[config.mk]
export PLATFORM = sky130hd
export DESIGN_NAME = gen_fip_sign_accumulator
export DESIGN_NICKNAME = d
export VERILOG_FILES = /design/src/rtl/gen_fip_pkg.sv /design/src/rtl/gen_fip_sign_round_sat.sv /design/src/rtl/gen_fip_sign_accumulator.sv
export SDC_FILE = /design/constraint.sdc
export NUM_CORES = 1
export LEC_CHECK = 0
export CAP_MARGIN = 5
export CORE_ASPECT_RATIO = 1.5
export CORE_MARGIN = 3
export CORE_UTILIZATION = 25
export CTS_CLUSTER_DIAMETER = 120
export CTS_CLUSTER_SIZE = 12
export DETAILED_ROUTE_END_ITERATION = 16
export GPL_TIMING_DRIVEN = 0
export PLACE_DENSITY = 0.41
export SKIP_CTS_REPAIR_TIMING = 1
export SLEW_MARGIN = 0
export SYNTH_ARGS = -nofsm -noshare
export SYNTH_HDL_FRONTEND = slang
export SYNTH_HIERARCHICAL = 1
export SYNTH_SLANG_ARGS = --single-unit
[constraint.sdc]
create_clock -name clk -period 4.1 [get_ports clk]
set_input_delay 0.82 -clock clk [delete_from_list [all_inputs] [get_ports clk]]
set_output_delay 0.82 -clock clk [all_outputs]
set_load 0.01 [all_outputs]
[src/rtl/gen_fip_pkg.sv]
// Shared definitions for the signed fixed-point arithmetic blocks: accumulator
// FSM states and width helpers for integer/fraction growth.
package gen_fip_pkg;

    typedef enum logic [1:0] {
        IDLE  = 2'd0,
        ACCUM = 2'd1,
        OUT   = 2'd2
    } fip_acc_state_t;

    // Extra integer bits needed so a sum of max_terms operands never overflows.
    function automatic int fip_guard_w(input int max_terms);
        return $clog2(max_terms);
    endfunction

    // Width of a counter that can hold 0..max_terms.
    function automatic int fip_cnt_w(input int max_terms);
        return $clog2(max_terms + 1);
    endfunction

    // Exact accumulator width for max_terms operands of int_w.fract_w format.
    function automatic int fip_acc_w(input int int_w, input int fract_w, input int max_terms);
        return int_w + fip_guard_w(max_terms) + fract_w;
    endfunction

endpackage

[src/rtl/gen_fip_sign_round_sat.sv]
// Combinational signed fixed-point format conversion: pad, round half-up or
// truncate the fraction, then saturate or wrap the integer part. ovf_o flags
// any value (including a rounding carry) that does not fit the output format.
module gen_fip_sign_round_sat
    import gen_fip_pkg::*;
#(
    parameter int IN_INT_W    = 3,
    parameter int IN_FRACT_W  = 5,
    parameter int OUT_INT_W   = 3,
    parameter int OUT_FRACT_W = 5,
    parameter bit SAT_EN      = 1'b1,
    parameter bit ROUND_EN    = 1'b1
) (
    input  logic [IN_INT_W+IN_FRACT_W-1:0]   num_i,
    output logic [OUT_INT_W+OUT_FRACT_W-1:0] res_o,
    output logic                             ovf_o
);

    localparam int IN_W      = IN_INT_W + IN_FRACT_W;
    // One spare integer bit so a rounding carry is never lost before the range check.
    localparam int MID_INT_W = IN_INT_W + 1;
    localparam int MID_W     = MID_INT_W + OUT_FRACT_W;
    localparam int OUT_W     = OUT_INT_W + OUT_FRACT_W;

    logic signed [IN_W-1:0]  num_s;
    logic signed [MID_W-1:0] mid;

    assign num_s = num_i;

    generate
        if (OUT_FRACT_W >= IN_FRACT_W) begin : g_frac_pad
            assign mid = MID_W'(num_s) <<< (OUT_FRACT_W - IN_FRACT_W);
        end else begin : g_frac_drop
            localparam int DROP_W = IN_FRACT_W - OUT_FRACT_W;
            localparam int EXT_W  = IN_W + 1;
            // Half an output LSB when rounding; truncation is an arithmetic shift (toward -inf).
            localparam logic signed [EXT_W-1:0] HALF =
                ROUND_EN ? (EXT_W'(1) <<< (DROP_W - 1)) : '0;
            logic signed [EXT_W-1:0] ext;
            assign ext = EXT_W'(num_s) + HALF;
            assign mid = MID_W'(ext >>> DROP_W);
        end

        if (OUT_INT_W >= MID_INT_W) begin : g_int_widen
            assign res_o = OUT_W'(mid);
            assign ovf_o = 1'b0;
        end else begin : g_int_narrow
            // Discarded integer bits plus the new sign bit must all agree.
            localparam int TOP_W = MID_W - OUT_W + 1;
            localparam logic [OUT_W-1:0] MIN_NEG = OUT_W'(1) << (OUT_W - 1);
            localparam logic [OUT_W-1:0] MAX_POS = ~MIN_NEG;
            logic [TOP_W-1:0] top;
            logic             fits;
            assign top  = mid[MID_W-1:OUT_W-1];
            assign fits = (&top) | ~(|top);

            // Keep the low bits, or clamp to the extreme matching the true sign.
            always_comb begin
                // NOTE: every output gets a default first so no path leaves it unassigned (no latch).
                res_o = mid[OUT_W-1:0];
                ovf_o = 1'b0;
                if (!fits) begin
                    ovf_o = 1'b1;
                    if (SAT_EN) begin
                        res_o = mid[MID_W-1] ? MIN_NEG : MAX_POS;
                    end
                end
            end
        end
    endgenerate

endmodule

[src/rtl/gen_fip_sign_accumulator.sv]
// Sequential signed fixed-point accumulator: sums a run of operands exactly,
// then converts the sum to the result format and reports overflow with a
// one-cycle done pulse.
module gen_fip_sign_accumulator
    import gen_fip_pkg::*;
#(
    parameter int IN_INT_W    = 1,
    parameter int IN_FRACT_W  = 5,
    parameter int MAX_TERMS   = 4,
    parameter int RES_INT_W   = IN_INT_W + fip_guard_w(MAX_TERMS),
    parameter int RES_FRACT_W = IN_FRACT_W,
    parameter bit SAT_EN      = 1'b1,
    parameter bit ROUND_EN    = 1'b1
) (
    input  logic                                clk,
    input  logic                                rstn,
    input  logic                                i_start_pls,
    input  logic [fip_cnt_w(MAX_TERMS)-1:0]     i_num_terms,
    input  logic                                i_valid,
    input  logic [IN_INT_W+IN_FRACT_W-1:0]      i_num,
    output logic                                o_busy,
    output logic                                o_done_pls,
    output logic [RES_INT_W+RES_FRACT_W-1:0]    o_res,
    output logic                                o_ovf
);

    localparam int GUARD_W = fip_guard_w(MAX_TERMS);
    localparam int CNT_W   = fip_cnt_w(MAX_TERMS);
    localparam int ACC_W   = fip_acc_w(IN_INT_W, IN_FRACT_W, MAX_TERMS);
    localparam int RES_W   = RES_INT_W + RES_FRACT_W;
    localparam logic [CNT_W-1:0] MAX_CNT = CNT_W'(MAX_TERMS);

    fip_acc_state_t          state_q;
    logic [CNT_W-1:0]        cnt_q;
    logic signed [ACC_W-1:0] acc_q;
    logic [RES_W-1:0]        res_q;
    logic [RES_W-1:0]        res_d;
    logic                    ovf_q;
    logic                    ovf_d;
    logic                    busy_q;
    logic                    done_q;
    logic [CNT_W-1:0]        terms_clamped;
    logic signed [ACC_W-1:0] num_ext;

    assign terms_clamped = (i_num_terms > MAX_CNT) ? MAX_CNT : i_num_terms;
    assign num_ext       = ACC_W'(signed'(i_num));

    gen_fip_sign_round_sat #(
        .IN_INT_W    (IN_INT_W + GUARD_W),
        .IN_FRACT_W  (IN_FRACT_W),
        .OUT_INT_W   (RES_INT_W),
        .OUT_FRACT_W (RES_FRACT_W),
        .SAT_EN      (SAT_EN),
        .ROUND_EN    (ROUND_EN)
    ) u_round_sat (
        .num_i (acc_q),
        .res_o (res_d),
        .ovf_o (ovf_d)
    );

    // Run control: start/abort, operand accumulation, and registered result hand-off.
    always_ff @(posedge clk) begin
        // NOTE: state is updated with non-blocking assignments so every register sees pre-edge values.
        if (!rstn) begin
            state_q <= IDLE;
            cnt_q   <= '0;
            acc_q   <= '0;
            res_q   <= '0;
            ovf_q   <= 1'b0;
            busy_q  <= 1'b0;
            done_q  <= 1'b0;
        end else begin
            done_q <= 1'b0;
            case (state_q)
                IDLE: begin
                    busy_q <= 1'b0;
                    if (i_start_pls) begin
                        acc_q   <= '0;
                        cnt_q   <= terms_clamped;
                        busy_q  <= 1'b1;
                        state_q <= (terms_clamped == '0) ? OUT : ACCUM;
                    end
                end
                ACCUM: begin
                    if (i_start_pls) begin
                        // Abort: the old run is discarded without a done pulse.
                        acc_q   <= '0;
                        cnt_q   <= terms_clamped;
                        state_q <= (terms_clamped == '0) ? OUT : ACCUM;
                    end else if (i_valid) begin
                        acc_q <= acc_q + num_ext;
                        cnt_q <= cnt_q - 1'b1;
                        if (cnt_q == CNT_W'(1)) begin
                            state_q <= OUT;
                        end
                    end
                end
                OUT: begin
                    res_q   <= res_d;
                    ovf_q   <= ovf_d;
                    done_q  <= 1'b1;
                    state_q <= IDLE;
                end
                default: begin
                    state_q <= IDLE;
                end
            endcase
        end
    end

    assign o_busy     = busy_q;
    assign o_done_pls = done_q;
    assign o_res      = res_q;
    assign o_ovf      = ovf_q;

endmodule

Word level (Yosys, flattened, before mapping)
Index checks and enable logic that the tools add are counted.
{"block": "totals", "ff_bits": 23, "latchBits": 0, "ram_bits": 0, "romBits": 0, "input_bits": 13, "out_inout_bits": 11, "wordCells": 37, "mem_count": 0}
{"block": "op_classes", "add_sub_neg": 2, "n_mul": 0, "div_mod_pow": 0, "order_cmp": 1, "eq_ne": 6, "shift": 0, "n_mux": 17, "bitwise_logic": 0, "n_reduce_logical": 5}
{"cell": "$mux W8", "count": 3}
{"cell": "$pmux W8 S2", "count": 1}
{"cell": "$mux W3", "count": 4}
{"cell": "$mux W2", "count": 5}
{"cell": "$add A8 B6 Y8", "count": 1}
{"cell": "$ne A3 B3 Y1 const B", "count": 2}
{"cell": "$pmux W3 S2", "count": 1}
{"cell": "$reduce_and A3 Y1", "count": 2}
{"cell": "$pmux W2 S2", "count": 1}
{"cell": "$eq A3 B1 Y1 const B", "count": 1}
{"cell": "$gt A3 B3 Y1 const B", "count": 1}
{"cell": "$logic_not A3 Y1", "count": 1}
{"cell": "$sub A3 B1 Y3 const B", "count": 1}
{"cell": "$eq A2 B1 Y1 const B", "count": 1}
{"cell": "$eq A2 B2 Y1 const B", "count": 1}
{"cell": "$logic_not A2 Y1", "count": 1}
{"cell": "$mux W1", "count": 2}
{"cell": "$ne A2 B2 Y1 const B", "count": 1}
{"cell": "$reduce_bool A2 Y1", "count": 1}

Logic depth before layout (Yosys ltp)
{"block": "depth", "depth_word": 6, "mapped_depth": 7, "mapped_depth_nobuf": 7}

Hierarchy
Netlist, hierarchy kept.
{"mod": "gen_fip_sign_accumulator", "n_inst": 1, "cells_each": 157, "area_each_um2": 1293.7}
{"mod": "gen_fip_sign_round_sat", "n_inst": 1, "cells_each": 10, "area_each_um2": 71.3}

Worst setup path before layout
No wires, ideal clock.
{"block": "synth_timing", "path_type": "input-to-reg", "start": "in i_num[0]", "end": "reg acc_q[6]", "t_arrival_ns": 2.143, "required_time_ns": 3.978, "slack_ns": 1.835, "cell_stages": 7, "path_buffers": 0, "path_cell_list": "ha_1 -> fa_1 -> a211oi_1 -> o21bai_1 -> a21oi_1 -> xor2_1 -> o21ai_0"}
{"block": "synth_between", "elab_chain_len": 4}
{"element": "from (decl)", "line_no": "gen_fip_sign_accumulator.sv:20", "rtl": "input logic [IN_INT_W+IN_FRACT_W-1:0] i_num,"}
{"element": "$add A8 B6 Y8", "line_no": "gen_fip_sign_accumulator.sv:91", "rtl": "acc_q <= acc_q + num_ext;"}
{"element": "$mux W8", "line_no": "gen_fip_sign_accumulator.sv:90", "rtl": "end else if (i_valid) begin"}
{"element": "$mux W8", "line_no": "gen_fip_sign_accumulator.sv:85", "rtl": "if (i_start_pls) begin"}
{"element": "$pmux W8 S2", "line_no": "gen_fip_sign_accumulator.sv:74", "rtl": "case (state_q)"}
{"element": "to (signal assigned)", "line_no": "gen_fip_sign_accumulator.sv:91"}
{"element": "to (decl)", "line_no": "gen_fip_sign_accumulator.sv:35", "rtl": "logic signed [ACC_W-1:0] acc_q;"}
No other way between the ends. The select of a mux whose other input is x is not followed.
A chain may end at the register's enable or synchronous reset.

Final worst setup path
Same ends and word-level chain as after synthesis.

==> flow_summary.json <==
{
  "final_layout_size_suffix_gt1_share_pct": 8.247,
  "setup_violations": 0,
  "grt_pass1_vias": 1118,
  "rsz0062_at_grt": "false",
  "grt_max_degree": 14,
  "io_buffers": 23,
  "drt_wl_total_mm": 3.236,
  "path_clk_slew_ns": 0.09,
  "stdcell_area_um2": 1735,
  "layout_min_cycle_time_ns": 2.586,
  "cts_tree": "yes",
  "syn2layout_area_growth_pct": 27.13,
  "fp.dieH_um": 96.50,
  "place_area_um2": 1680,
  "syn-cell-area_um2": 1365,
  "syn-instance-count": 167,
  "diodes": 0,
  "dieArea_um2": 6401,
  "wl_per_cell_um": 12.35,
  "track_usage_pct": 10.90,
  "mostFrequentLayoutCells": "nand2_1, dfxtp_1, clkdlybuf4s50_1, a21oi_1, nor2_1",
  "cts_max_level": 1,
  "place_congestion": 0.7468,
  "fin_skew_ns": 0.008476,
  "coreArea_um2": 5205,
  "yosysWarnings": 6,
  "cellLeakagePower_nw": 0.6817,
  "final_common_cell": "nand2_1",
  "yosysUniqueCellTypes": 41,
  "final_max_slew_viol_count": 0,
  "die_w_um": 66.34,
  "antenna_found_initial": 0,
  "fin_crit_sh_pct": 63.08,
  "drc": 0,
  "setup_tns_ns": 0,
  "required_ns": 4.25,
  "nNetsFinal": 218,
  "power_density_nw_per_um2": 278.7,
  "viasPerCell": 4.489,
  "grt_pass1_wl_mm": 5.292,
  "ys_seq_area_share_pct": 35.20,
  "ant_nets": 0,
  "cp_data_arrival_time_ns": 2.74,
  "cts_inserted_buffers": 3,
  "grt-ovfl-total": 0,
  "firstDrtPassIters": 4,
  "hold_slack_ns": 0.4560,
  "utilization_pct": 33.34,
  "critPathLaunchType": "primary input",
  "final_hold_viol_count": 0,
  "synth_area_per_cell_um2": 8.174,
  "clk_latency_ns": 0.26,
  "hpwl_mm": 2.585,
  "power.total_mw": 0.4836,
  "drt_iter0_drc": 26,
  "fmax_ghz": 0.3866,
  "max-vdd-ir-drop_v": 0.0001627,
  "rows": 32,
  "start_util_pct": 26.23,
  "critPathMaxFanout": 3,
  "synth_fp_nets": 190,
  "status": "completed",
  "drv_cap": 0,
  "holdCritPathClass": "register to register",
  "endpoint_kind": "register",
  "vias": 1176,
  "clockBufferDepth": 2,
  "cts_root_buffer": "clkbuf_8",
  "crit_type": "primary input to register",
  "ys_seq_elements": 24,
  "io_pins": 24,
  "cts_sinks": 24
}
[layer usage]
metal  routed length, um  global-route usage (%)  part of all wire, %
met4                  22                   3.559                 0.68
met1                1413                   12.54                   44
met3                  87                   1.736                  2.7
met5                   0                       0                    0
met2                1712                   20.13                   53
[cell usage after synthesis, drive strengths merged]
| master | number | share of area, % |
|---|---|---|
| nand2 | 27 | 7.4 |
| dfxtp | 24 | 35 |
| a21oi | 15 | 5.8 |
| nor2 | 11 | 3.0 |
| buf | 10 | 5.3 |
| ha | 9 | 8.2 |
| clkbuf | 6 | 1.6 |
| inv | 6 | 1.6 |
| o21ai | 6 | 2.2 |
| nor2b | 5 | 2.3 |
| nor3 | 4 | 1.5 |
| a21boi | 3 | 1.6 |
| a22oi | 3 | 1.6 |
| xor2 | 3 | 1.9 |
| a211oi | 2 | 1.1 |
| a21o | 2 | 1.1 |
| a31oi | 2 | 0.92 |
| and3 | 2 | 0.92 |
| mux2i | 2 | 1.5 |
| nand2b | 2 | 0.92 |
| nand3 | 2 | 0.73 |
| o211ai | 2 | 1.1 |
| o21a | 2 | 1.1 |
| xnor2 | 2 | 1.3 |
| a22o | 1 | 0.64 |
| a311oi | 1 | 0.64 |
| and2 | 1 | 0.46 |
| and4b | 1 | 0.73 |
| conb | 1 | 0.27 |
| fa | 1 | 1.5 |
| nand4 | 1 | 0.46 |
| nand4b | 1 | 0.64 |
| nor3b | 1 | 0.55 |
| o21bai | 1 | 0.55 |
| o311ai | 1 | 0.64 |
| o32a | 1 | 0.73 |
| o41ai | 1 | 1.2 |
| or2 | 1 | 0.46 |
| or3 | 1 | 0.46 |
[worst paths after layout]
path / from / endpoint / slack, ns / depth (start not counted)
setup / recovery: i_num[0] / acc_q[6]$_SDFFE_PN0P_ / 1.51 / 8
hold / removal: o_res[1]$_SDFFE_PN0P_ / o_res[1]$_SDFFE_PN0P_ / 0.46 / 2
setup reg to reg: acc_q[0]$_SDFFE_PN0P_ / acc_q[6]$_SDFFE_PN0P_ / 2.16 / 7
hold reg to reg: o_res[1]$_SDFFE_PN0P_ / o_res[1]$_SDFFE_PN0P_ / 0.46 / 2
[kinds of logic after synthesis]
family | synth area share [%]
xor gates and xnor gates | 3.209
other | 0.2747
DFF | 35.20
buffers and inverters | 8.615
and+or+nand+nor | 20.53
muxes | 1.467
adders and majority gates | 9.716
AOI/OAI and AO/OA | 20.99
[state kept, by name, indices dropped and copies added (netlist names)]
name,cells
state_q,2
acc_q,8
o_done_pls,1
o_busy,1
cnt_q,3
o_res,8
o_ovf,1
[stage by stage]
step / setup WS (ns) / instances
5_1_grt: 1.358 / 262
3_5_place_dp: 1.226 / 258
4_1_cts: 1.508 / 262
3_3_place_gp: 1.217 / 258
2_1_floorplan: 1.835 / 167
6_report: 1.514 / 262
[area by class of cell]
| type | instances | area, um2 |
|---|---|---|
| repair buffers | 23 | 230.2 |
| well taps | 68 | 85.08 |
| fillers | 572 | 3470 |
| plain buffers | 16 | 95.09 |
| multi-input cells | 121 | 767.0 |
| inverters | 6 | 22.52 |
| flip-flops and latches | 24 | 480.5 |
| clock buffers | 4 | 55.05 |
[critical path: stages]
cell             delay, ns
clkdlybuf4s50_1       0.41
ha_1                  0.24
fa_1                  0.42
a211oi_1              0.32
o21bai_1              0.10
a21oi_1               0.17
xor2_1                0.17
o21ai_0               0.08
[where the power goes]
group          internal [mW]  total, mW  switching, mW
logic                 0.0373     0.0765         0.0392
registers              0.240      0.246        0.00629
clock network         0.0856      0.161         0.0754
total                  0.363      0.484          0.121
(Power assumes the default switching activity.)
==> patch 1: new RTL, same settings <==
The 3 states of `fip_acc_state_t` get a one-hot encoding in 3 bits.
--- a/src/rtl/gen_fip_pkg.sv
+++ b/src/rtl/gen_fip_pkg.sv
@@ -2,10 +2,10 @@
 // FSM states and width helpers for integer/fraction growth.
 package gen_fip_pkg;
 
-    typedef enum logic [1:0] {
-        IDLE  = 2'd0,
-        ACCUM = 2'd1,
-        OUT   = 2'd2
+    typedef enum logic [2:0] {
+        IDLE  = 3'b001,
+        ACCUM = 3'b010,
+        OUT   = 3'b100
     } fip_acc_state_t;
 
     // Extra integer bits needed so a sum of max_terms operands never overflows.
Behaviour: no difference found for any inputs over 10 cycles, from zero or initial values and one cycle with rstn low; not proved beyond that.
==> patch 1 against the unedited design <==
Count of clock-buffer cells in the layout stayed put. Worst setup slack improved by 0.015 ns. First-iteration DRC count up 38%. Wire length up 5.8%. Final area increased by 4.7%. Sequential cell count is 1 higher. Area after synthesis increased by 6.5%. Critical endpoint unchanged.
Power is not compared: it rests on default switching activity, and its combinational part moved more than twofold at a synthesized area within 25%.
==> patch 1: results (changes against the unedited design) <==
- After synthesis, the cell types taking the most area are sky130_fd_sc_hd__dfxtp_1 (34%), sky130_fd_sc_hd__ha_1 (7.7%), sky130_fd_sc_hd__mux2i_1 (6.9%).
- The detailed-routed wire length on met2 is 1.76 mm (+2.9%).
- The routed via count divided by cell count is 4.70 (+4.6%).
- The via count of the first global-routing pass is 1233 (+10%).
- The overall fraction of global-route tracks in use is 0.111 (+0.00180).
- The iteration-0 DRC count of the detailed router is 36 (+38%).
- The number of fill cells is 603 (+5.4%).
- The adder and majority cell fraction of the synthesized area is 0.0912 (-0.00594).
- By count the netlist is led by sky130_fd_sc_hd__dfxtp_1 (25), sky130_fd_sc_hd__a21oi_1 (15), sky130_fd_sc_hd__nor2_1 (15).
- The portion of netlist area occupied by mux cells came to 0.0688 (+0.0542).
- The proportion of layout cells with a drive suffix above 1 is 0.124 (+0.0412).
- The number of distinct library cells after synthesis is 42 (+2.4%).
- The flow ran to the end, and the final reports show no timing, DRC or antenna violations.
- The maximum buffer depth of the clock tree came to 2 (unchanged).
- The sequential cell area fraction in the yosys report is 0.344 (-0.00774).
- The met3 track demand over resource in global routing is 0.0181 (+0.000718).
- The post-synthesis share of cell area spent on xor and xnor gates was 0.0301 (-0.00196).
- The cell total after placement is 260 (+0.78%).
- The met1 global-route usage is 0.130 (+0.00469).
- The wire length per cell after detailed routing is 13.0 um (+5.0%).
- The detailed-route wire length on metal 1 came to 1.48 mm (+5.0%).
- The area fraction in compound gates after synthesis is 0.170 (-0.0404).
- The total met3 wirelength after detailed routing is 123 um (+41%).
- The weighted congestion reported at the end of routability-driven placement is 0.814 (+9.0%).
- The total routed wirelength is 3.42 mm (+5.8%).
- In this design, the largest share of critical-path delay is due to adder cells.
- The wire length of the first global-routing pass came to 5.82 mm (+10%).
- The met2 usage in global routing came to 0.194 (-0.00742).
## patch 1: cell type report
class,instances,area share
inverter,5,0.0103
timing repair buffer,23,0.127
multi-input combinational,120,0.450
buffer,17,0.0640
tap,70,0.0482
clock buffer,4,0.0248
sequential,25,0.275
## patch 1: through the flow
step                      setup WS [ns]   util  instance area [sq um]  hold slack (ns)  total power, uW
after floorplan                    1.86      -                   1450            0.446              454
after global placement             1.22  0.320                   1770            0.465              523
after detailed placement           1.22  0.320                   1770            0.470              525
after CTS                          1.52  0.328                   1820            0.482              683
after global routing               1.42  0.328                   1820            0.497              721
final                              1.53  0.328                   1820            0.479              668
## patch 1: final timing paths
path / start / to / slack (ns)
min reg2reg: acc_q[4] / acc_q[4] / 0.48
max reg2reg: acc_q[0] / acc_q[6] / 2.17
max: i_num[0] / acc_q[6] / 1.53
min: acc_q[4] / acc_q[4] / 0.48
## patch 1: where the power goes
part           switching (uW)  internal, uW  leakage, uW
clock network            80.5          69.6    0.0000228
logic                     131           101     0.000483
registers                20.1           266     0.000203
==> patch 2: new RTL, config.mk and constraints unchanged <==
Without the edit above. `IN_FRACT_W` is set to 5 in 2 places; all go to 10.
--- a/src/rtl/gen_fip_sign_round_sat.sv
+++ b/src/rtl/gen_fip_sign_round_sat.sv
@@ -5,7 +5,7 @@
     import gen_fip_pkg::*;
 #(
     parameter int IN_INT_W    = 3,
-    parameter int IN_FRACT_W  = 5,
+    parameter int IN_FRACT_W  = 10,
     parameter int OUT_INT_W   = 3,
     parameter int OUT_FRACT_W = 5,
     parameter bit SAT_EN      = 1'b1,
--- a/src/rtl/gen_fip_sign_accumulator.sv
+++ b/src/rtl/gen_fip_sign_accumulator.sv
@@ -5,7 +5,7 @@
     import gen_fip_pkg::*;
 #(
     parameter int IN_INT_W    = 1,
-    parameter int IN_FRACT_W  = 5,
+    parameter int IN_FRACT_W  = 10,
     parameter int MAX_TERMS   = 4,
     parameter int RES_INT_W   = IN_INT_W + fip_guard_w(MAX_TERMS),
     parameter int RES_FRACT_W = IN_FRACT_W,
Interface: changed (resized i_num and o_res); port bits go from 24 to 34. The function was not compared with the original's and may differ.
==> patch 2 against the unedited design <==
Total power up 69%. Largest cell class unchanged. Sequential share of layout area down 2.1 points. Worst setup slack worse by 0.59 ns. Count of clock-buffer cells in the layout up 3. Final area up 53%. First-iteration DRC count down 19%. Area after synthesis up 51%. Wire length up 63%. Synthesized cell count up 47%. Sequential power up 39%. Sequential cell count up 10.
==> patch 2: results (changes against the unedited design) <==
- The run finished with clean final reports.
- The overall fraction of global-route tracks in use is 0.120 (+0.0113).
- The count of buffers from port buffering came to 33 (+43%).
- The setup clock skew after layout was 0.00757 ns (-0.000908 ns).
- The total routed wirelength is 5.28 mm (+63%).
- The detailed-routed wire length on met2 was 2.93 mm (+71%).
- The iteration-0 DRC count of the detailed router is 21 (-19%).
- The count of placed standard cells in the final layout, fillers left out is 388 (+48%).
- The longest individual stage delay on the worst path came to 0.46 ns (+0.04 ns).
- The number of H-tree branching levels was 2 (+1).
- The number of instances in the synthesized netlist is 245 (+47%).
- The clock tree root buffer cell is sky130_fd_sc_hd__clkbuf_16.
- After synthesis, the cell types taking the most area are sky130_fd_sc_hd__dfxtp_1 (33%), sky130_fd_sc_hd__ha_1 (8.5%), sky130_fd_sc_hd__nand2_1 (7.9%).
- The detailed-route wire length on metal 1 is 2.17 mm (+53%).
- The clock latency on the worst-skew pair was 0.28 ns (+0.02 ns).
- The maximum number of pins on one net before global-route repair is 11 (-3).
- The power in sequential cells came to 343 uW (+39%).
- After synthesis, the most frequently instantiated cells are sky130_fd_sc_hd__nand2_1 (43), sky130_fd_sc_hd__dfxtp_1 (34), sky130_fd_sc_hd__a21boi_0 (17).
- The data arrival time at the worst-slack endpoint was 3.35 ns (+0.61 ns).
- The via count of the first global-routing pass is 1802 (+61%).
- The final net count is 318 (+46%).
- The internal power is 629 uW (+73%).
- The weighted congestion reported at the end of routability-driven placement is 0.775 (+3.8%).
- The detailed-placement wirelength estimate is 4.09 mm (+58%).
- The slack of the worst reg-to-reg path is 1.57 ns (-0.59 ns).
- The synthesized net count is 278 (+46%).
- The proportion of layout cells with a drive suffix above 1 came to 0.105 (+0.0224).
- The initial antenna violation count is 0 (unchanged).
- The clock transition at the registers of the reported paths came to 0.06 ns (-0.03 ns).
- The total met3 wirelength after detailed routing was 110 um (+26%).
- The cell total after placement was 380 (+47%).
- The number of distinct library cells after synthesis is 49 (+20%).
- The leakage power is 0.00104 uW (+52%).
- The number of buffers inserted during clock tree synthesis is 5 (+2).
- The maximum net fanout on the critical path was 4 (+1).
- The library cell contributing the largest single delay on the critical path is sky130_fd_sc_hd__clkdlybuf4s50_1.
- The wire length of the first global-routing pass is 8.74 mm (+65%).
- The worst ir drop on vdd came to 0.000204 V (+25%).
- The sequential cell area fraction in the yosys report is 0.331 (-0.0209).
## patch 2: cell count changes after synthesis, sizes merged, moves of 6 or more
cell,change
nand2,+16
a21boi,+14
dfxtp,+10
o21ai,+7
buf,+6
## patch 2: cell type report
| class | count | area share |
|---|---|---|
| Timing Repair Buffer | 33 | 0.124 |
| Buffer | 22 | 0.0564 |
| Clock buffer | 7 | 0.0536 |
| Sequential cell | 34 | 0.256 |
| Clock inverter | 1 | 0.00188 |
| Multi-Input combinational cell | 181 | 0.449 |
| Tap cell | 102 | 0.0480 |
| Inverter | 8 | 0.0113 |
## patch 2: cell families (layout without fill, tap and decap cells)
kind of cell	Yosys count	after routing	share of synthesized area
and+or+nand+nor	86	86	0.209
AOI/OAI and AO/OA	70	70	0.237
muxes	1	1	0.00487
buffers and inverters	30	71	0.0876
xor gates and xnor gates	8	8	0.0341
DFF	34	34	0.331
adders and majority gates	15	15	0.0949
other	1	1	0.00182
## patch 2: worst paths after layout
kind	startpoint	endpoint	cells past startpoint
min reg2reg	o_res[10]	o_res[10]	2
max	i_num[0]	acc_q[12]	10
min	o_res[10]	o_res[10]	2
max reg2reg	acc_q[0]	acc_q[12]	9
## patch 2: metal layers
layer,GRT usage,vias up
met3,0.0237,6
met5,0,-
met2,0.238,20
met4,0.0304,0
met1,0.127,778
li1,-,918
## patch 2: stage by stage
step | utilization | cell area (sq um) | total power, uW | setup slack, ns | hold slack, ns
5_1_grt | 0.341 | 2660 | 856 | 0.776 | 0.478
3_3_place_gp | 0.322 | 2510 | 451 | 0.632 | 0.453
4_1_cts | 0.341 | 2660 | 837 | 0.919 | 0.466
2_1_floorplan | - | 2060 | 411 | 1.43 | 0.448
3_5_place_dp | 0.322 | 2510 | 451 | 0.635 | 0.459
6_report | 0.341 | 2660 | 819 | 0.923 | 0.459
